### src/rtl/im_loader_pkg.sv
// Shared constants and state encoding for the instruction-memory loader.
// The IM occupies CPU byte addresses 0x0000_3000 + 4*i for word index i.
package im_loader_pkg;

  localparam int IM_WORDS = 256;
  localparam int WADDR_W  = 8;

  typedef enum logic [2:0] {
    LD_IDLE   = 3'd0,
    LD_LEN_HI = 3'd1,
    LD_LEN_LO = 3'd2,
    LD_DATA   = 3'd3,
    LD_CHK    = 3'd4,
    LD_DONE   = 3'd5,
    LD_ERR    = 3'd6
  } ld_state_e;

endpackage

### src/rtl/im_loader_be_word_packer.sv
// Big-endian byte-to-word packer: the first byte of a word lands in [31:24].
// word_valid_o pulses combinationally with the 4th accepted byte, so the
// caller can register the completed word on that same edge.
module be_word_packer (
  input  logic        clk,
  input  logic        rst_n,
  input  logic        clear_i,
  input  logic        byte_valid_i,
  input  logic [7:0]  byte_i,
  output logic        word_valid_o,
  output logic [31:0] word_o
);

  logic [1:0]  lane_q, lane_d;
  logic [23:0] acc_q, acc_d;

  // Next lane/accumulator: shift each byte in from the right.
  always_comb begin
    lane_d = lane_q;
    acc_d  = acc_q;
    if (clear_i) begin
      lane_d = 2'd0;
      acc_d  = 24'd0;
    end else if (byte_valid_i) begin
      acc_d  = {acc_q[15:0], byte_i};
      lane_d = lane_q + 2'd1;
    end
  end

  // Lane counter and the three already-received bytes.
  always_ff @(posedge clk) begin
    if (!rst_n) begin
      lane_q <= 2'd0;
      acc_q  <= 24'd0;
    end else begin
      lane_q <= lane_d;
      acc_q  <= acc_d;
    end
  end

  assign word_valid_o = byte_valid_i && (lane_q == 2'd3) && !clear_i;
  assign word_o       = {acc_q, byte_i};

endmodule

### src/rtl/im_loader.sv
// Instruction-memory loader: parses LEN_HI, LEN_LO, 4*N data bytes and an
// XOR checksum byte from a valid/ready byte stream, writes packed words to
// IM addresses 0..N-1 and holds the core in reset until a load completes.
// Handshake: a byte transfers on a posedge where in_valid && in_ready; the
// source keeps in_data stable while in_valid is high and in_ready is low.
module im_loader
  import im_loader_pkg::*;
(
  input  logic               clk,
  input  logic               rst_n,
  input  logic               start,
  input  logic               in_valid,
  input  logic [7:0]         in_data,
  output logic               in_ready,
  output logic               im_we,
  output logic [WADDR_W-1:0] im_waddr,
  output logic [31:0]        im_wdata,
  output logic               cpu_hold,
  output logic               load_done,
  output logic               load_err,
  output ld_state_e          dbg_state
);

  ld_state_e state_q, state_d;

  logic [7:0]         len_hi_q;
  logic [15:0]        len_q;
  logic [WADDR_W:0]   widx_q;
  logic [7:0]         chk_q;
  logic               im_we_q;
  logic [WADDR_W-1:0] im_waddr_q;
  logic [31:0]        im_wdata_q;
  logic               hold_q;
  logic               done_q;
  logic               err_q;

  logic        accept;
  logic        start_ok;
  logic [15:0] len_new;
  logic        last_word;
  logic        word_valid;
  logic [31:0] word;

  assign accept    = in_valid && in_ready;
  assign start_ok  = start && (state_q == LD_IDLE || state_q == LD_DONE || state_q == LD_ERR);
  assign len_new   = {len_hi_q, in_data};
  assign last_word = (16'(widx_q) == (len_q - 16'd1));

  be_word_packer u_packer (
    .clk          (clk),
    .rst_n        (rst_n),
    .clear_i      (start_ok),
    .byte_valid_i (accept && (state_q == LD_DATA)),
    .byte_i       (in_data),
    .word_valid_o (word_valid),
    .word_o       (word)
  );

  // Next-state logic and ready; no byte is taken during an IM write cycle.
  always_comb begin
    state_d  = state_q;
    in_ready = 1'b0;
    case (state_q)
      LD_IDLE: if (start) state_d = LD_LEN_HI;
      LD_LEN_HI: begin
        in_ready = !im_we_q;
        if (accept) state_d = LD_LEN_LO;
      end
      LD_LEN_LO: begin
        in_ready = !im_we_q;
        if (accept) begin
          if (len_new == 16'd0)                 state_d = LD_CHK;
          else if (len_new > 16'(IM_WORDS))     state_d = LD_ERR;
          else                                  state_d = LD_DATA;
        end
      end
      LD_DATA: begin
        in_ready = !im_we_q;
        if (word_valid && last_word) state_d = LD_CHK;
      end
      LD_CHK: begin
        in_ready = !im_we_q;
        if (accept) state_d = (in_data == chk_q) ? LD_DONE : LD_ERR;
      end
      LD_DONE, LD_ERR: if (start) state_d = LD_LEN_HI;
      default: state_d = LD_IDLE;
    endcase
  end

  // State register, length capture, checksum, write port and status flags.
  always_ff @(posedge clk) begin
    if (!rst_n) begin
      state_q    <= LD_IDLE;
      len_hi_q   <= 8'd0;
      len_q      <= 16'd0;
      widx_q     <= '0;
      chk_q      <= 8'd0;
      im_we_q    <= 1'b0;
      im_waddr_q <= '0;
      im_wdata_q <= 32'd0;
      hold_q     <= 1'b0;
      done_q     <= 1'b0;
      err_q      <= 1'b0;
    end else begin
      state_q <= state_d;
      im_we_q <= word_valid;
      if (word_valid) begin
        im_waddr_q <= widx_q[WADDR_W-1:0];
        im_wdata_q <= word;
        widx_q     <= widx_q + 1'b1;
      end
      if (accept && state_q == LD_LEN_HI) len_hi_q <= in_data;
      if (accept && state_q == LD_LEN_LO) len_q    <= len_new;
      if (accept && state_q == LD_DATA)   chk_q    <= chk_q ^ in_data;
      if (start_ok) begin
        widx_q <= '0;
        chk_q  <= 8'd0;
        done_q <= 1'b0;
        err_q  <= 1'b0;
        hold_q <= 1'b1;
      end
      if (state_d == LD_DONE && state_q != LD_DONE) begin
        done_q <= 1'b1;
        hold_q <= 1'b0;
      end
      if (state_d == LD_ERR && state_q != LD_ERR) err_q <= 1'b1;
    end
  end

  assign im_we     = im_we_q;
  assign im_waddr  = im_waddr_q;
  assign im_wdata  = im_wdata_q;
  assign cpu_hold  = hold_q;
  assign load_done = done_q;
  assign load_err  = err_q;
  assign dbg_state = state_q;

endmodule

### config.mk
export PLATFORM = sky130hd
export DESIGN_NAME = im_loader
export DESIGN_NICKNAME = d
export VERILOG_FILES = /design/src/rtl/im_loader_pkg.sv /design/src/rtl/im_loader_be_word_packer.sv /design/src/rtl/im_loader.sv
export SDC_FILE = /design/constraint.sdc
export NUM_CORES = 1
export LEC_CHECK = 0
export BUFFER_PORTS_ARGS = -buffer_cell sky130_fd_sc_hd__buf_2
export CAP_MARGIN = 20
export CORE_AREA = 2 2 103 105
export CTS_CLUSTER_DIAMETER = 200
export DETAILED_ROUTE_END_ITERATION = 8
export DIE_AREA = 0 0 105 107
export GPL_ROUTABILITY_DRIVEN = 0
export GPL_TIMING_DRIVEN = 0
export PLACE_DENSITY = 0.69
export REMOVE_ABC_BUFFERS = 1
export SLEW_MARGIN = 20
export SYNTH_ARGS = -nofsm -noshare
export SYNTH_HDL_FRONTEND = slang
export SYNTH_HIERARCHICAL = 1
export SYNTH_SLANG_ARGS = --single-unit
### constraint.sdc
create_clock -name clk -period 4.2 [get_ports clk]
set_input_delay 0.21 -clock clk [delete_from_list [all_inputs] [get_ports clk]]
set_output_delay 0.21 -clock clk [all_outputs]
set_load 0.02 [all_outputs]
======== Word-level counts from Yosys, hierarchy flattened ========
Cells that the tools add are included.
storage, ports and cells
  output and inout bits ................... 48
  register bits ........................... 114
operators by class
  reductions and logical operators ........ 22
  bitwise operators ....................... 2
  equality and inequality tests ........... 13
  mux-type cells .......................... 13
  $add $sub $neg .......................... 3
  $lt $le $gt $ge ......................... 1
operators by type and width
  operator                 number
  $mux W3                  7
  $eq A9 B16 Y1            1
  $gt A16 B9 Y1 const B    1
  $logic_not A16 Y1        1
  $sub A16 B1 Y16 const B  1
  $eq A3 B3 Y1 const B     5
  $pmux W3 S5              1
  $logic_and A1 B1 Y1      10
  $add A9 B1 Y9 const B    1
  $eq A8 B8 Y1             1
  $xor A8 B8 Y8            1
  $eq A3 B2 Y1 const B     2
  $ne A3 B3 Y1 const B     2
  $mux W1                  4
  $reduce_bool A2 Y1       2
  $reduce_or A2 Y1         2
  $reduce_or A4 Y1         1
  $eq A3 B1 Y1 const B     1
  $logic_not A3 Y1         1
  $reduce_or A3 Y1         1
  $add A2 B1 Y2 const B    1
  $eq A2 B2 Y1 const B     1
  $logic_not A1 Y1         2
  $logic_or A1 B1 Y1       2
  2 further kinds          2

======== Longest topological paths before layout ========
Gate-level depths: netlist (run 1).
  depth after elaboration ................. 13
  gate-level depth with buffers ........... 13
  depth with buffers taken out ............ 11

======== Hierarchy ========
The synthesis (run 1) kept the hierarchy.
by module, submodules not included
  module          cells an instance  times used  area each (sq um)
  im_loader       460                1           3936.3
  be_word_packer  96                 1           1044.8

======== Worst setup path before layout (run 1) ========
OpenSTA, ideal clock, no wires.
  path kind ............................... register to register
  start ................................... register im_we_q (netlist: im_we)
  end ..................................... register state_q[2] (netlist: dbg_state[2])
  cell stages (with the launch flop) ...... 14
  setup time .............................. 0.070 ns
  slack ................................... 1.029 ns
  arrival time ............................ 3.101 ns
  clock period less this slack ............ 3.171 ns
  data required time ...................... 4.130 ns
  cells stage by stage .................... dfxtp_1 -> or3b_2 -> clkbuf_1 -> nor2_1 -> buf_6 -> buf_12 -> nand2_1 -> nor2_1 -> nor4b_1 -> nand3_1 -> nor4b_1 -> nand4_1 -> or4b_1 -> a21oi_1
between the ends
  word-level cells in the longest chain between the ends .. 9
ends and longest elaborated chain
  element                            RTL line                        RTL
  from (decl)                        im_loader.sv:30                 logic im_we_q;
  from (signal assigned)             im_loader.sv:106                im_we_q <= word_valid;
  $logic_not A1 Y1                   -
  $mux W1                            -
  $logic_and A1 B1 Y1                im_loader.sv:44                 assign accept = in_valid && in_ready;
  $logic_and A1 B1 Y1                im_loader.sv:53                 .byte_valid_i (accept && (state_q == LD_DATA)),
  $logic_and A1 B1 Y1 (2 in series)  im_loader_be_word_packer.sv:41  assign word_valid_o = byte_valid_i && (lane_q == 2'd3) && !clear_i;
  named net word_valid               im_loader.sv:41                 logic word_valid;
  $logic_and A1 B1 Y1                im_loader.sv:79                 if (word_valid && last_word) state_d = LD_CHK;
  $mux W3                            im_loader.sv:79
  $pmux W3 S5                        im_loader.sv:63                 case (state_q)
  to (signal assigned)               im_loader.sv:105                state_q <= state_d;
  to (decl)                          im_loader.sv:24                 ld_state_e state_q, state_d;
The timed path passes the listed nets, and every way through them passes these cells.
A chain may end at the register's enable or synchronous reset.

======== Worst setup path after layout (run 1) ========
  start ................................... register state_q[2] (netlist: dbg_state[2])
  end ..................................... register state_q[2] (netlist: dbg_state[2])
RTL lines
  element                                                  RTL line                        RTL
  $eq A3 B3 Y1 / $logic_not A3 Y1 (equally long branches)  im_loader.sv:45                 assign start_ok = start && (state_q == LD_IDLE || state_q == LD_DONE || state_q == LD_ERR);
  $logic_or A1 B1 Y1                                       im_loader.sv:45
  $logic_or A1 B1 Y1 *                                     im_loader.sv:45
  $logic_and A1 B1 Y1 *                                    im_loader.sv:45
  named net start_ok                                       im_loader.sv:38                 logic start_ok;
  $logic_not A1 Y1 *                                       im_loader_be_word_packer.sv:41
  $logic_and A1 B1 Y1 *                                    im_loader_be_word_packer.sv:41
  named net word_valid                                     im_loader.sv:41
  $logic_and A1 B1 Y1 *                                    im_loader.sv:79
  $mux W3 *                                                im_loader.sv:79
  $pmux W3 S5 *                                            im_loader.sv:63
Mark *: on every way through the listed nets, which the timed path passes. The rest lies on a longest branch.

==> impl_results.md, run 1 <==
- Status: finished clean
- First-pass GRT wire length: 17,780 um
- Die Ht: ~110 um
- GR Overflow Total: 0
- RSZ-0062 raised after global routing: no
- Final net count: 615
- Worst vdd ir: roughly 0.37 mV
- Routed WL: ~11,000 um
- Initial core utilization: 0.4936
- LEAKAGE: between 2 and 2.5 nW
- Hold Path Class: input pin to flip-flop
- DRT iter0 DRCs: ~260
- CTS Sinks: approximately 110
- Kind of critical path: flip-flop to flip-flop
- Xor and xnor area share after synthesis: 0.05627
- Layout cells sized above 1: 0.1713
- Crit Path Max Fanout: 15
- Mapped Area: about 0.0050 sq mm
- Post-synth ARST share: 0
- Synthesized instance count: about 560
- Vias in the first global route: between 3,000 and 4,000
- Mux cell area share after synthesis: 0.1346
- CTS resizes: 0
- Rows: 37
- Complex-gate fraction of the synthesized area: 0.07988
- Worst-margin pin slew: roughly 1.1 ns
- Post-detailed-route DRC marker count: 0
- Worst setup EP type: flip-flop
- Antenna-violating nets left: 0
- Synth warn: 6
- Mean post-synth cell area: roughly 9.0 sq um
- PD cells: about 470 mW/mm^2
- Final hold violation count: 0
- Wire per inst: approximately 14 um
- Setup Skew: 0.008977 ns
- Post-synth EDFFs: 0
- Relative slew slack: 0.2812
- Final Core Density: 0.5914
- Maximum clock path buffer count: 2
- Critical path data required time: between 4 and 5 ns
- Die area: approximately 0.011 sq mm
- Clock slew at reported path FFs: 0.05 ns
- Commonest non-fill, non-tap cell in the layout: dfxtp_1
- GRT Util Overall: 0.1971
- Largest net degree at the start of global routing: 47
- Later-pin clock latency in the skew report: 0.51 ns
- Tcrit/Tclk final: 0.8962
- TritonCTS buffer count: 17
- Cells after DPL: slightly above 700
- CTS tree: built
- Antenna diode count: 0
- Initial antenna violation count: 0
- Largest family of logic cells by synthesized area: simple AND/OR/NAND/NOR gates
- Most frequent cells in the layout: 114 x dfxtp_1, 90 x nor2_1, 75 x nand2_1, 67 x mux2i_1, 59 x buf_2
- Drt pass-1 iters: 4
- IO buf count: 59
- Synthesis-to-finish area growth: 19.82%
- Final Slew Violations: 0
- Dpl hpwl: between 6000 and 7000 um
- Via/cell ratio: roughly 5.3
- Fin cells: around 750
- Post-Synth Simple-Gate Area: 0.2105
- Setup-failing EPs final: 0
- I/O pins: 60
- Post-CTS setup repair buffer count: 0
- Die X-Extent: about 110 um
- Synth Flop Type: dfxtp_1
- Synth Area in Adders: 0.007536
- CTS root buffer: clkbuf_8
- Post-synthesis cell type count: 56
- Max-cap viol count: 0
- WHS: 0.03191 ns
- Setup crit start kind: flip-flop
- Final worst path period need: around 3.8 ns
- Core Area: a little over 0.01 sq mm
- H-tree levels: 4
- F_max: roughly 0.27 GHz
- Synth Register Bits: about 110
- Register area share after synthesis: 0.4582
- Worst EP arrival: 4.20 ns
- Via Count: roughly 4,000
==> synthesized netlist by cell type (all sizes together) (6+ instances only) <==
cell | instances | area share
dfxtp | 114 | 0.46
nor2 | 93 | 0.071
nand2 | 75 | 0.057
mux2i | 67 | 0.13
a21oi | 31 | 0.031
xor2 | 21 | 0.037
clkbuf | 20 | 0.015
buf | 19 | 0.032
xnor2 | 11 | 0.019
o21ai | 9 | 0.0090
inv | 8 | 0.0060
nor4 | 8 | 0.010
nor2b | 6 | 0.0075
==> layer usage <==
layer | share of wire | vias to the layer above | track usage
met5 | 0 | - | 0
met4 | 0.018 | 0 | 0.08095
met3 | 0.061 | 21 | 0.06322
met2 | 0.49 | 121 | 0.3224
met1 | 0.43 | 1884 | 0.2404
li1 | - | 1972 | -
==> cell type report <==
| cell class | count | area [sq um] |
|---|---|---|
| clock inverters | 9 | 176.4 |
| fillers | 903 | 4124 |
| well taps | 136 | 170.2 |
| multi-input cells | 395 | 2450 |
| flip-flops and latches | 114 | 2282 |
| repair buffers | 64 | 392.9 |
| clock buffers | 23 | 466.7 |
| inverters | 8 | 30.03 |
==> final timing paths <==
check                                from                       to  slack [ns]  cells past startpoint
setup / recovery  dbg_state[2]$_SDFF_PN0_  dbg_state[2]$_SDFF_PN0_        0.44                     11
hold / removal                 in_data[0]    len_q[0]$_SDFFE_PN0P_        0.03                      3
setup reg to reg  dbg_state[2]$_SDFF_PN0_  dbg_state[2]$_SDFF_PN0_        0.44                     11
hold reg to reg    load_done$_SDFFE_PN0P_   load_done$_SDFFE_PN0P_        0.45                      2
==> cell families (layout without fill, tap and decap cells) <==
group | count (synthesis) | in the layout
xor+xnor | 32 | 32
buf+inv | 47 | 104
fa+ha+maj | 3 | 3
simple gates | 229 | 229
compound gates | 64 | 64
flops | 114 | 114
mux | 67 | 67
==> state kept, by name (all words and copies together), names as in the netlist <==
signal / cells
im_wdata: 32
u_packer/acc_q: 24
len_q: 16
widx_q: 9
chk_q: 8
im_waddr: 8
len_hi_q: 8
dbg_state: 3
u_packer/lane_q: 2
cpu_hold: 1
im_we: 1
load_done: 1
load_err: 1
==> power breakdown <==
group,leakage [nW],internal (W),switching (W)
logic,1.02,0.0000610,0.000110
clock network,0.312,0.00107,0.000478
registers,0.919,0.00109,0.0000187
total,2.25,0.00222,0.000607
==> worst max-delay path: stages, from the launching register on <==
cell	delay (ns)
dfxtp_1	0.60
nor2b_1	0.36
nor3_1	0.09
o21ai_0	0.46
inv_1	0.19
nor2_4	0.46
nor4b_1	0.33
nand3_1	0.11
nor4b_1	0.25
nand4_1	0.18
or4b_1	0.51
a21oi_1	0.15
==> repair_timing <==
action	4_1_cts	5_1_grt
hold endpoints to repair	1	0
endpoints found under the setup margin	0	0
hold buffers	1	0
==> per-stage QoR <==
stage / area [sq um] / power, W / worst slack (ns) / TNS, ns
floorplan: 4747 / 0.001244 / -2.917 / -110.66
global placement: 5213 / 0.001293 / -4.707 / -199.91
detailed placement: 5315 / 0.001302 / 0.4635 / 0
CTS: 5968 / 0.002851 / 0.4559 / 0
global route: 5968 / 0.002914 / 0.1083 / 0
finish: 5968 / 0.002831 / 0.4362 / 0
Power figures use the tool's default switching activity.
==> inputs of run 2 (changes only) <==
==> constraint.sdc (replaced) <==
create_clock -name clk -period 4.8 [get_ports clk]
set_input_delay 0.24 -clock clk [delete_from_list [all_inputs] [get_ports clk]]
set_output_delay 0.24 -clock clk [all_outputs]
set_load 0.02 [all_outputs]
==> impl_results.md, run 2 (synthesized netlist as in run 1, its figures left out) <==
- Kind of critical path: flip-flop to flip-flop
- Final hold violation count: 0
- Final worst path period need: 3.725 ns
- Hold Path Class: input pin to flip-flop
- LEAKAGE: around 2.3 nW
- Later-pin clock latency in the skew report: ~0.50 ns
- Setup Skew: around 0.0085 ns
- PD cells: 415.4 mW/mm^2
- I/O pins: 60
- Relative slew slack: 0.2724
- Die X-Extent: 105 um
- Rows: 37
- Initial antenna violation count: 0
- CTS Sinks: 114
- Synthesis-to-finish area growth: 19.62%
- Crit Path Max Fanout: 15
- Via/cell ratio: approximately 5.3
- Largest net degree at the start of global routing: 47
- CTS tree: built
- Post-detailed-route DRC marker count: 0
- Worst vdd ir: roughly 0.32 mV
- Core Area: 0.01009 sq mm
- Wire per inst: 14.10 um
- Die Ht: between 100 and 150 um
- Commonest non-fill, non-tap cell in the layout: dfxtp_1
- Worst setup EP type: flip-flop
- CTS root buffer: clkbuf_8
- H-tree levels: 4
- Dpl hpwl: about 7000 um
- Clock slew at reported path FFs: 0.05 ns
- CTS resizes: 0
- Final net count: slightly above 600
- Vias in the first global route: ~3,800
- Setup crit start kind: flip-flop
- Max FFs per register: 32
- Overall power: approximately 0.0025 W
- Drt pass-1 iters: 5
- RSZ-0062 raised after global routing: no
- GRT Util Overall: 0.1971
- Max-cap viol count: 0
- Setup-failing EPs final: 0
- Antenna-violating nets left: 0
- Status: finished clean
- IO buf count: 59
- Routed WL: about 11,000 um
- Cts-stage hold buffer count: 0
- Final Slew Violations: 0
- Fillers: between 900 and 1,000
- Antenna diode count: 0
- Critical path data required time: between 5 and 6 ns
- Die area: 0.01124 sq mm
- Layout cells sized above 1: 0.1716
- Post-CTS setup repair buffer count: 0
- Most frequent cells in the layout: 114 x dfxtp_1, 90 x nor2_1, 75 x nand2_1, 67 x mux2i_1, 59 x buf_2
- GR Overflow Total: 0
- Via Count: 3,988
- Tcrit/Tclk final: 0.7761
- Initial core utilization: 0.4936
- Maximum clock path buffer count: 2
- Worst-margin pin slew: approximately 1.1 ns
- First-pass GRT wire length: between 15,000 and 20,000 um
- DRT iter0 DRCs: 255
- F_max: 0.2685 GHz
- Setup TNS: 0 ns
- TritonCTS buffer count: 17
- Worst EP arrival: between 4 and 5 ns
## run 2: changes by cell type in the layout (fill, tap and decap cells not counted)
cell / previous run / this run
dlygate4sd3_1: 1 / 0
## run 2: critical path: stages, from the launching register on
cell and delay (ns):
dfxtp_1 0.60, nor2b_1 0.36, nor3_1 0.09, o21ai_0 0.44, inv_1 0.18, nor2_4 0.45, nor4b_1 0.33, nand3_1 0.11
nor4b_1 0.25, nand4_1 0.18, or4b_1 0.50, a21oi_1 0.15
## run 2: worst paths after layout
check / from / end / slack (ns) / cells past startpoint
max: dbg_state[2]$_SDFF_PN0_ / dbg_state[2]$_SDFF_PN0_ / 1.07 / 11
min: rst_n / dbg_state[2]$_SDFF_PN0_ / 0.03 / 3
min reg2reg: load_done$_SDFFE_PN0P_ / load_done$_SDFFE_PN0P_ / 0.45 / 2
max reg2reg: dbg_state[2]$_SDFF_PN0_ / dbg_state[2]$_SDFF_PN0_ / 1.07 / 11
## run 2: stage by stage
step | instance area [sq um] | instances | hold slack (ns) | utilization | setup WS (ns)
5_1_grt | 5958 | 748 | 0.04396 | 0.5904 | 0.7083
4_1_cts | 5958 | 748 | 0.01451 | 0.5904 | 1.056
3_3_place_gp | 5213 | 712 | 0.4434 | 0.5165 | -4.107
2_1_floorplan | 4747 | 517 | 0.3561 | - | -2.317
6_report | 5958 | 748 | 0.03492 | 0.5904 | 1.075
3_5_place_dp | 5315 | 716 | 0.4469 | 0.5267 | 1.063
## run 2: per-layer routing
metal | share of wire | global-route usage | wire length, um
met1 | 0.44 | 0.2404 | 4663
met2 | 0.49 | 0.3224 | 5194
met3 | 0.049 | 0.06322 | 512
met4 | 0.017 | 0.08095 | 179
met5 | 0 | 0 | 0
## run 2: where the power goes
| part | internal (W) | total, W | switching, W | leakage (nW) |
|---|---|---|---|---|
| sequential | 0.000957 | 0.000974 | 0.0000163 | 0.919 |
| clock | 0.000936 | 0.00135 | 0.000417 | 0.312 |
| combinational | 0.0000528 | 0.000149 | 0.0000962 | 1.02 |
## run 2: final cells by class
class	instances	area (sq um)	area share
multi-input combinational	395	2450	0.4112
inverter	8	30.03	0.005040
clock inverter	9	176.4	0.02961
clock buffer	23	466.7	0.07833
sequential	114	2282	0.3830
tap	136	170.2	0.02856
timing repair buffer	63	382.9	0.06426
